$ cat config.mk
export PLATFORM = sky130hd
export DESIGN_NAME = wb_corrector_csr_mc
export DESIGN_NICKNAME = d
export VERILOG_FILES = /design/src/rtl/wb_corrector_csr_mc.sv
export SDC_FILE = /design/constraint.sdc
export NUM_CORES = 1
export LEC_CHECK = 0
export ABC_AREA = 0
export BUFFER_PORTS_ARGS = -buffer_cell sky130_fd_sc_hd__buf_2
export CORE_ASPECT_RATIO = 1.25
export CORE_UTILIZATION = 55
export CTS_CLUSTER_DIAMETER = 60
export DETAILED_ROUTE_END_ITERATION = 10
export HOLD_SLACK_MARGIN = 0.06
export PLACE_DENSITY = 0.85
export SLEW_MARGIN = 20
export SYNTH_ARGS = -nofsm -noshare
export SYNTH_HDL_FRONTEND = slang
export SYNTH_SLANG_ARGS = --single-unit
$ cat constraint.sdc
create_clock -name clk_i -period 4.5 [get_ports clk_i]
set_clock_uncertainty 0.1 [all_clocks]
set_input_delay 0.675 -clock clk_i [delete_from_list [all_inputs] [get_ports clk_i]]
set_output_delay 0.675 -clock clk_i [all_outputs]
set_load 0.05 [all_outputs]
$ cat src/rtl/wb_corrector_csr_mc.sv
// Multi-channel AXI4-Lite CSR for the white balance corrector with frame-synchronous coefficient commit.
// Defining WB_CSR_COMMIT_IRQ_EN adds irq_o and the IRQ_EN_CR register.
module wb_corrector_csr_mc #(
  parameter logic [31:0] BASE_ADDR = 32'h0000_0000,
  parameter int unsigned CH_CNT    = 3,
  parameter int unsigned COEF_W    = 16
) (
  input  logic                     clk_i,
  input  logic                     rst_i,
  input  logic [31:0]              awaddr_i,
  input  logic                     awvalid_i,
  output logic                     awready_o,
  input  logic [31:0]              wdata_i,
  input  logic [3:0]               wstrb_i,
  input  logic                     wvalid_i,
  output logic                     wready_o,
  output logic [1:0]               bresp_o,
  output logic                     bvalid_o,
  input  logic                     bready_i,
  input  logic [31:0]              araddr_i,
  input  logic                     arvalid_i,
  output logic                     arready_o,
  output logic [31:0]              rdata_o,
  output logic [1:0]               rresp_o,
  output logic                     rvalid_o,
  input  logic                     rready_i,
  input  logic                     sof_i,
  input  logic [CH_CNT*COEF_W-1:0] cur_coef_i,
  output logic [1:0]               mode_o,
  output logic                     cal_stb_o,
  output logic                     man_lock_o,
`ifdef WB_CSR_COMMIT_IRQ_EN
  output logic                     irq_o,
`endif
  output logic [CH_CNT*COEF_W-1:0] man_coef_o
);

  localparam int unsigned WIDX_W      = 30;
  localparam int unsigned OFF_MODE    = 0;
  localparam int unsigned OFF_CAL     = 1;
  localparam int unsigned OFF_LOCK    = 2;
  localparam int unsigned OFF_COMMIT  = 3;
  localparam int unsigned OFF_STATUS  = 4;
  localparam int unsigned OFF_COEF0   = 5;
  localparam int unsigned OFF_CUR0    = 5 + CH_CNT;
`ifdef WB_CSR_COMMIT_IRQ_EN
  localparam int unsigned OFF_IRQ_EN  = 5 + 2 * CH_CNT;
  localparam int unsigned NUM_REGS    = 6 + 2 * CH_CNT;
`else
  localparam int unsigned NUM_REGS    = 5 + 2 * CH_CNT;
`endif
  localparam logic [1:0]  RESP_OKAY   = 2'b00;
  localparam logic [1:0]  RESP_SLVERR = 2'b10;
  localparam logic [1:0]  MODE_RST    = 2'd2;

  typedef logic [CH_CNT-1:0][COEF_W-1:0] coef_set_t;

  function automatic logic [WIDX_W-1:0] word_idx(input logic [WIDX_W-1:0] wa);
    return wa - BASE_ADDR[31:2];
  endfunction

  function automatic logic in_map(input logic [WIDX_W-1:0] wa);
    logic [WIDX_W-1:0] rel;
    rel = wa - BASE_ADDR[31:2];
    return (wa >= BASE_ADDR[31:2]) && (rel < WIDX_W'(NUM_REGS));
  endfunction

  function automatic logic [31:0] strb_mask(input logic [3:0] s);
    logic [31:0] m;
    for (int unsigned b = 0; b < 4; b++) m[8*b +: 8] = {8{s[b]}};
    return m;
  endfunction

  // Write channel and register state
  logic              awready_q, awready_d;
  logic              wready_q, wready_d;
  logic              aw_pend_q, aw_pend_d;
  logic              w_pend_q, w_pend_d;
  logic [WIDX_W-1:0] awaddr_q, awaddr_d;
  logic [31:0]       wdata_q, wdata_d;
  logic [3:0]        wstrb_q, wstrb_d;
  logic              bvalid_q, bvalid_d;
  logic [1:0]        bresp_q, bresp_d;
  logic [1:0]        mode_q, mode_d;
  logic              cal_stb_q, cal_stb_d;
  logic              man_lock_q, man_lock_d;
  logic              commit_pend_q, commit_pend_d;
  coef_set_t         shadow_q, shadow_d;
  coef_set_t         man_coef_q, man_coef_d;
`ifdef WB_CSR_COMMIT_IRQ_EN
  logic              irq_en_q, irq_en_d;
  logic              irq_q, irq_d;
`endif

  // Read channel state
  logic              arready_q, arready_d;
  logic              rvalid_q, rvalid_d;
  logic [31:0]       rdata_q, rdata_d;
  logic [1:0]        rresp_q, rresp_d;

  logic              aw_hs, w_hs, b_hs, ar_hs, r_hs;
  logic [WIDX_W-1:0] wr_addr, wr_idx, rd_idx;
  logic [31:0]       wr_data, wr_mask;
  logic [3:0]        wr_strb;
  logic              wr_go, wr_ok, apply;
  logic [31:0]       rd_data_c;
  logic              rd_ok_c;
  logic              unused_addr_bits;

  assign aw_hs   = awvalid_i && awready_q;
  assign w_hs    = wvalid_i && wready_q;
  assign b_hs    = bvalid_q && bready_i;
  assign ar_hs   = arvalid_i && arready_q;
  assign r_hs    = rvalid_q && rready_i;

  assign wr_addr = aw_pend_q ? awaddr_q : awaddr_i[31:2];
  assign wr_data = w_pend_q ? wdata_q : wdata_i;
  assign wr_strb = w_pend_q ? wstrb_q : wstrb_i;
  assign wr_mask = strb_mask(wr_strb);
  assign wr_idx  = word_idx(wr_addr);
  assign wr_go   = (aw_pend_q || aw_hs) && (w_pend_q || w_hs);
  assign wr_ok   = in_map(wr_addr) && (wr_idx != WIDX_W'(OFF_STATUS)) &&
                   !((wr_idx >= WIDX_W'(OFF_CUR0)) && (wr_idx < WIDX_W'(OFF_CUR0 + CH_CNT)));
  assign apply   = sof_i && commit_pend_q && !man_lock_q;

  assign unused_addr_bits = ^{awaddr_i[1:0], araddr_i[1:0]};

  // Write handshake, register updates and frame-synchronous commit
  always_comb begin
    awready_d     = awready_q;
    wready_d      = wready_q;
    aw_pend_d     = aw_pend_q;
    w_pend_d      = w_pend_q;
    awaddr_d      = awaddr_q;
    wdata_d       = wdata_q;
    wstrb_d       = wstrb_q;
    bvalid_d      = bvalid_q;
    bresp_d       = bresp_q;
    mode_d        = mode_q;
    cal_stb_d     = 1'b0;
    man_lock_d    = man_lock_q;
    commit_pend_d = commit_pend_q;
    shadow_d      = shadow_q;
    man_coef_d    = man_coef_q;
`ifdef WB_CSR_COMMIT_IRQ_EN
    irq_en_d      = irq_en_q;
    irq_d         = 1'b0;
`endif

    if (aw_hs) begin
      aw_pend_d = 1'b1;
      awaddr_d  = awaddr_i[31:2];
      awready_d = 1'b0;
    end
    if (w_hs) begin
      w_pend_d = 1'b1;
      wdata_d  = wdata_i;
      wstrb_d  = wstrb_i;
      wready_d = 1'b0;
    end

    // Apply uses the pre-write shadows; a commit write this cycle re-arms for the next frame
    if (apply) begin
      man_coef_d    = shadow_q;
      commit_pend_d = 1'b0;
`ifdef WB_CSR_COMMIT_IRQ_EN
      irq_d         = irq_en_q;
`endif
    end

    if (wr_go) begin
      aw_pend_d = 1'b0;
      w_pend_d  = 1'b0;
      bvalid_d  = 1'b1;
      bresp_d   = wr_ok ? RESP_OKAY : RESP_SLVERR;
      if (wr_ok) begin
        if (wr_strb[0]) begin
          if (wr_idx == WIDX_W'(OFF_MODE))   mode_d = wr_data[1:0];
          if (wr_idx == WIDX_W'(OFF_CAL))    cal_stb_d = wr_data[0];
          if (wr_idx == WIDX_W'(OFF_LOCK))   man_lock_d = wr_data[0];
          if ((wr_idx == WIDX_W'(OFF_COMMIT)) && wr_data[0]) commit_pend_d = 1'b1;
`ifdef WB_CSR_COMMIT_IRQ_EN
          if (wr_idx == WIDX_W'(OFF_IRQ_EN)) irq_en_d = wr_data[0];
`endif
        end
        for (int unsigned i = 0; i < CH_CNT; i++) begin
          if (wr_idx == WIDX_W'(OFF_COEF0 + i))
            shadow_d[i] = COEF_W'((32'(shadow_q[i]) & ~wr_mask) | (wr_data & wr_mask));
        end
      end
    end

    if (b_hs) begin
      bvalid_d  = 1'b0;
      bresp_d   = RESP_OKAY;
      awready_d = 1'b1;
      wready_d  = 1'b1;
    end
  end

  // Read data mux
  always_comb begin
    rd_data_c = '0;
    rd_idx    = word_idx(araddr_i[31:2]);
    rd_ok_c   = in_map(araddr_i[31:2]);
    if (rd_idx == WIDX_W'(OFF_MODE))   rd_data_c = 32'(mode_q);
    if (rd_idx == WIDX_W'(OFF_LOCK))   rd_data_c = 32'(man_lock_q);
    if (rd_idx == WIDX_W'(OFF_STATUS)) rd_data_c = 32'(commit_pend_q);
`ifdef WB_CSR_COMMIT_IRQ_EN
    if (rd_idx == WIDX_W'(OFF_IRQ_EN)) rd_data_c = 32'(irq_en_q);
`endif
    for (int unsigned i = 0; i < CH_CNT; i++) begin
      if (rd_idx == WIDX_W'(OFF_COEF0 + i)) rd_data_c = 32'(shadow_q[i]);
      if (rd_idx == WIDX_W'(OFF_CUR0 + i))  rd_data_c = 32'(cur_coef_i[i*COEF_W +: COEF_W]);
    end
    if (!rd_ok_c) rd_data_c = '0;
  end

  // Read handshake
  always_comb begin
    arready_d = arready_q;
    rvalid_d  = rvalid_q;
    rdata_d   = rdata_q;
    rresp_d   = rresp_q;
    if (r_hs) begin
      rvalid_d  = 1'b0;
      rdata_d   = '0;
      rresp_d   = RESP_OKAY;
      arready_d = 1'b1;
    end
    if (ar_hs) begin
      rvalid_d  = 1'b1;
      arready_d = 1'b0;
      rdata_d   = rd_data_c;
      rresp_d   = rd_ok_c ? RESP_OKAY : RESP_SLVERR;
    end
  end

  always_ff @(posedge clk_i) begin
    if (rst_i) begin
      awready_q     <= 1'b1;
      wready_q      <= 1'b1;
      aw_pend_q     <= 1'b0;
      w_pend_q      <= 1'b0;
      awaddr_q      <= '0;
      wdata_q       <= '0;
      wstrb_q       <= '0;
      bvalid_q      <= 1'b0;
      bresp_q       <= RESP_OKAY;
      mode_q        <= MODE_RST;
      cal_stb_q     <= 1'b0;
      man_lock_q    <= 1'b0;
      commit_pend_q <= 1'b0;
      shadow_q      <= '0;
      man_coef_q    <= '0;
      arready_q     <= 1'b1;
      rvalid_q      <= 1'b0;
      rdata_q       <= '0;
      rresp_q       <= RESP_OKAY;
`ifdef WB_CSR_COMMIT_IRQ_EN
      irq_en_q      <= 1'b0;
      irq_q         <= 1'b0;
`endif
    end else begin
      awready_q     <= awready_d;
      wready_q      <= wready_d;
      aw_pend_q     <= aw_pend_d;
      w_pend_q      <= w_pend_d;
      awaddr_q      <= awaddr_d;
      wdata_q       <= wdata_d;
      wstrb_q       <= wstrb_d;
      bvalid_q      <= bvalid_d;
      bresp_q       <= bresp_d;
      mode_q        <= mode_d;
      cal_stb_q     <= cal_stb_d;
      man_lock_q    <= man_lock_d;
      commit_pend_q <= commit_pend_d;
      shadow_q      <= shadow_d;
      man_coef_q    <= man_coef_d;
      arready_q     <= arready_d;
      rvalid_q      <= rvalid_d;
      rdata_q       <= rdata_d;
      rresp_q       <= rresp_d;
`ifdef WB_CSR_COMMIT_IRQ_EN
      irq_en_q      <= irq_en_d;
      irq_q         <= irq_d;
`endif
    end
  end

  assign awready_o  = awready_q;
  assign wready_o   = wready_q;
  assign bvalid_o   = bvalid_q;
  assign bresp_o    = bresp_q;
  assign arready_o  = arready_q;
  assign rvalid_o   = rvalid_q;
  assign rdata_o    = rdata_q;
  assign rresp_o    = rresp_q;
  assign mode_o     = mode_q;
  assign cal_stb_o  = cal_stb_q;
  assign man_lock_o = man_lock_q;
  assign man_coef_o = man_coef_q;
`ifdef WB_CSR_COMMIT_IRQ_EN
  assign irq_o      = irq_q;
`endif

endmodule

; ---- Yosys cells after proc, flatten, opt, wreduce, memory -nomap -nowiden
; Index checks and enable logic that the tools add are counted.
[word_totals]
regBits = 192
inputBits = 156
out_inout_bits = 93
elab_cells = 112
[op_classes]
n_lt_le_gt_ge = 5
eq_ne = 15
mux = 28
bitwise_logic = 12
reduce_logical = 29
[ops]
columns = operator, count
row1 = $mux W32, 11
row2 = $eq A30 B3 Y1 const B, 7
row3 = $eq A30 B2 Y1 const B, 3
row4 = $eq A30 B4 Y1 const B, 3
row5 = $and A16 B16 Y16, 4
row6 = $ge A30 B1 Y1 const B, 2
row7 = $logic_not A30 Y1, 2
row8 = $lt A30 B4 Y1 const B, 2
row9 = $or A16 B16 Y16, 3
row10 = $eq A30 B1 Y1 const B, 1
row11 = $ge A30 B4 Y1 const B, 1
row12 = $mux W30, 1
row13 = $ne A30 B3 Y1 const B, 1
row14 = $mux W16, 1
row15 = $not A16 Y16, 1
row16 = $logic_and A1 B1 Y1, 14
row17 = $mux W2, 6
row18 = $mux W1, 9
row19 = $reduce_and A3 Y1, 3
row20 = $reduce_and A4 Y1, 2
row21 = $reduce_or A5 Y1, 1
row22 = $not A1 Y1, 4
row23 = $reduce_or A2 Y1, 2
row24 = $logic_not A1 Y1, 2
row25 = other kinds (2), 3

; ---- Depth between registers and ports, before layout
[depth]
depth_word = 12
ltp_mapped = 8
mapped_depth_nobuf = 5

; ---- Worst setup path before layout
; OpenSTA, ideal clock, no wires.
[synth_timing]
path_kind = input port to flip-flop
start = input awaddr_i[27]
end = register with a tool-made name
setup_ps = 121
t_arrival_ps = 2147
required_ps = 4279
slack_ps = 2132
path_stages = 5
path_buffers = 0
path_cell_list = nor4_2 > nand2_2 > a2111oi_4 > nand3_2 > mux2_2
[synth_rtl]
columns = item, line_no
row1 = start: declaration, 10  ; input logic [31:0] awaddr_i,

==> load_flow_metrics.sql <==
INSERT INTO impl_metrics (metric_group, metric, value, unit) VALUES
('status', 'outcome', 'completed', ''),
('critical_path', 'critical_path.max_fanout', '19', ''),
('layout', 'diodes', '0', ''),
('synth', 'synth_top_area_share', '43.9', '%'),
('placed_design', 'placed_cells_incl_taps', '1278', ''),
('layout', 'fillCellCount', '1151', ''),
('placed_design', 'post-dp-hpwl', '16300', 'µm'),
('synth', 'synth-edff-count', '0', ''),
('critical_path', 'criticalPathCategory', 'flop to flop', ''),
('critical_path', 'worst-path-buf-inv', '0', ''),
('synth', 'yosysUniqueCellTypes', '62', ''),
('clocking', 'worst_skew_pair.late_latency', '430', 'ps'),
('job', 'max_cap_violations', '0', ''),
('route', 'firstDrtPassIters', '6', ''),
('clocking', 'clk_pin_slew_worst_paths', '70', 'ps'),
('route', 'detail_route.iter0.violations', '497', ''),
('floorplanning', 'floorplan.io_pins', '249', ''),
('synth', 'postSynthRegisterBits', '174', ''),
('hold_path', 'hold_path_class', 'flop to flop', ''),
('layout', 'area_growth_syn_to_layout', '20.3', '%'),
('critical_path', 'timing.reg2reg.setup_slack', '1690', 'ps'),
('clocking', 'tritoncts_clock_tree', 'built', ''),
('timing', 'setup_total_negative_slack', '0', 'ps'),
('critical_path', 'worst_path_max_delay_cell', 'sky130_fd_sc_hd__dfxtp_1', ''),
('floorplanning', 'die_w', '109', 'µm'),
('floorplanning', 'dieArea', '14900', 'µm²'),
('critical_path', 'setup.worst_path.start_class', 'flop', ''),
('global_route', 'grt_pass1_vias', '7019', ''),
('timing', 'layout_setup_ws', '1690', 'ps'),
('route', 'route.detailed.wl_per_inst', '17.2', 'µm'),
('power', 'cellPowerDensity', '376', 'nW/µm²'),
('timing', 'final_min_period_over_clock_period', '62.4', '%'),
('timing', 'rsz0062_at_grt', 'no', ''),
('critical_path', 'cp_top_family', 'flip-flops', ''),
('critical_path', 'worst-endpoint-required', '4720', 'ps'),
('placed_design', 'globalplace.congestion', '0.871', ''),
('floorplanning', 'initial_core_util', '56.9', '%'),
('critical_path', 'sequence_of_cells_on_the_critical_path', 'mux2_2, nand4_1, a2111oi_4, nand3_2, mux2_2', ''),
('layout', 'drive_gt1_share', '25.6', '%'),
('placed_design', 'place.port_buffers', '208', ''),
('placed_design', 'dpl_worst_slack', '1360', 'ps'),
('global_route', 'antenna_violations_before_repair', '0', ''),
('clocking', 'cts.sinks', '174', ''),
('clocking', 'postCtsSetupBuffers', '0', ''),
('floorplanning', 'core_region_area', '13900', 'µm²'),
('synth', 'synthTopCellsByCount', 'sky130_fd_sc_hd__nand2_1 (285), sky130_fd_sc_hd__dfxtp_1 (174), sky130_fd_sc_hd__a21oi_1 (116), sky130_fd_sc_hd__clkbuf_1 (53), sky130_fd_sc_hd__mux2i_1 (51)', ''),
('critical_path', 'arrival', '3030', 'ps'),
('global_route', 'grt_use_total', '30.3', '%'),
('hold_path', 'min_delay_path_depth', '2', ''),
('floorplanning', 'std_cell_rows', '48', ''),
('layout', 'final_net_count', '1278', ''),
('synth', 'synth.cell_area', '7930', 'µm²'),
('clocking', 'cts-root-buf', 'sky130_fd_sc_hd__clkbuf_16', ''),
('layout', 'finalNonFillerCells', '1310', ''),
('synth', 'ys_async_sr_fraction', '0', '%'),
('clocking', 'tritoncts.num_buffers', '17', ''),
('power', 'power.static_leakage', '4.26', 'nW'),
('timing', 'timing_max_transition_violations_final', '0', ''),
('timing', 'finalHoldViolCount', '0', ''),
('power', 'vdd_drop_max', '281', 'µV'),
('clocking', 'post_cts_resize_count', '0', ''),
('timing', 'finalSetupViolCount', '0', ''),
('synth', 'synth.top_cells.by_area', 'sky130_fd_sc_hd__dfxtp_1 (44%), sky130_fd_sc_hd__nand2_1 (13%), sky130_fd_sc_hd__a21oi_1 (7.3%)', ''),
('route', 'wl', '22500', 'µm'),
('clocking', 'h-tree-depth', '4', ''),
('synth', 'syn-mean-instance-area', '8.27', 'µm²'),
('route', 'vias_per_cell', '5.68', ''),
('hold_path', 'hold_start', 'rdata_o[6]$_SDFFE_PP0P_', ''),
('timing', 'worst_slew_pin_slew', '1010', 'ps'),
('timing', 'timing.max_slew.rel_slack', '31.8', '%'),
('hold_path', 'worst_hold_path.endpoint', 'rdata_o[6]$_SDFFE_PP0P_', '');
## layer usage
| metal | GRT usage (%) | vias to the layer above | wire length [µm] |
|---|---|---|---|
| li1 | - | 3608 | - |
| met1 | 33.1 | 3424 | 8510 |
| met2 | 51.3 | 341 | 10800 |
| met3 | 8.05 | 73 | 1830 |
| met4 | 19.9 | 0 | 1380 |
| met5 | 0 | - | 0 |
## worst max-delay path by stage
stage	start	endpoint	slack, ps	depth (start not counted)
floorplan	awaddr_i[27]	flop	2130	5
global placement	araddr_i[3]	rdata_o[13]$_SDFFE_PP0P_	1440	6
detailed placement	araddr_i[3]	rdata_o[14]$_SDFFE_PP0P_	1360	6
finish	w_pend_q$_SDFFE_PP0P_	flop	1690	5
CTS	w_pend_q$_SDFFE_PP0P_	flop	1670	5
global route	w_pend_q$_SDFFE_PP0P_	flop	1540	5
## metrics by stage
stage / cell area [µm²] / util, % / power [W] / hold slack, ps
after floorplan: 7990 / - / 0.00188 / 333
after global placement: 8880 / 63.8 / 0.00197 / 328
after detailed placement: 8880 / 63.8 / 0.00198 / 335
after CTS: 9540 / 68.4 / 0.00359 / 349
after global routing: 9540 / 68.4 / 0.00370 / 368
final: 9540 / 68.4 / 0.00359 / 348
## placed cells by master (no fill, tap or decap), drive strengths merged, types with 4 or more instances in the layout
cell type  Yosys  routed
nand2        286     286
buf           34     214
dfxtp        174     174
a21oi        116     116
mux2i         52      52
nor2          37      37
mux2          21      21
clkbuf        53      20
o21ai         19      19
conb           1      18
a21o          17      17
o31ai         16      16
nor4          16      16
nand3         14      14
o2bb2ai       13      13
a222oi        13      13
nor2b          8       8
inv            7       8
nand2b         7       7
bufinv         0       6
and3           5       5
clkinv         0       5
nand4          5       5
o32ai          4       4
a2111oi        4       4
## layout make-up
type                       instances  share of cell area [%]
clock buffer                      20                    4.58
clock inverter                    12                    2.24
inverter                           7                   0.276
multi-input combinational        708                    42.7
sequential                       174                    36.5
tap                              175                    2.30
timing repair buffer             214                    11.4
## where the power goes
part	internal, W	total, W	switching [W]	leakage [nW]
clock network	0.00104	0.00164	0.000597	0.322
registers	0.00157	0.00160	0.0000297	1.41
logic	0.000124	0.000351	0.000227	2.52
## cell families after synthesis
logic type | share of synthesized area [%]
other cells | 0.0473
mux | 9.60
compound gates | 17.9
flops | 43.9
simple gates | 22.9
buf+inv | 5.65
## worst reg2reg max path: stages (launching register included)
cell	delay (ps)
sky130_fd_sc_hd__dfxtp_1	870
sky130_fd_sc_hd__mux2_2	330
sky130_fd_sc_hd__nand4_1	170
sky130_fd_sc_hd__a2111oi_4	460
sky130_fd_sc_hd__nand3_2	380
sky130_fd_sc_hd__mux2_2	400
(Power assumes the default switching activity.)
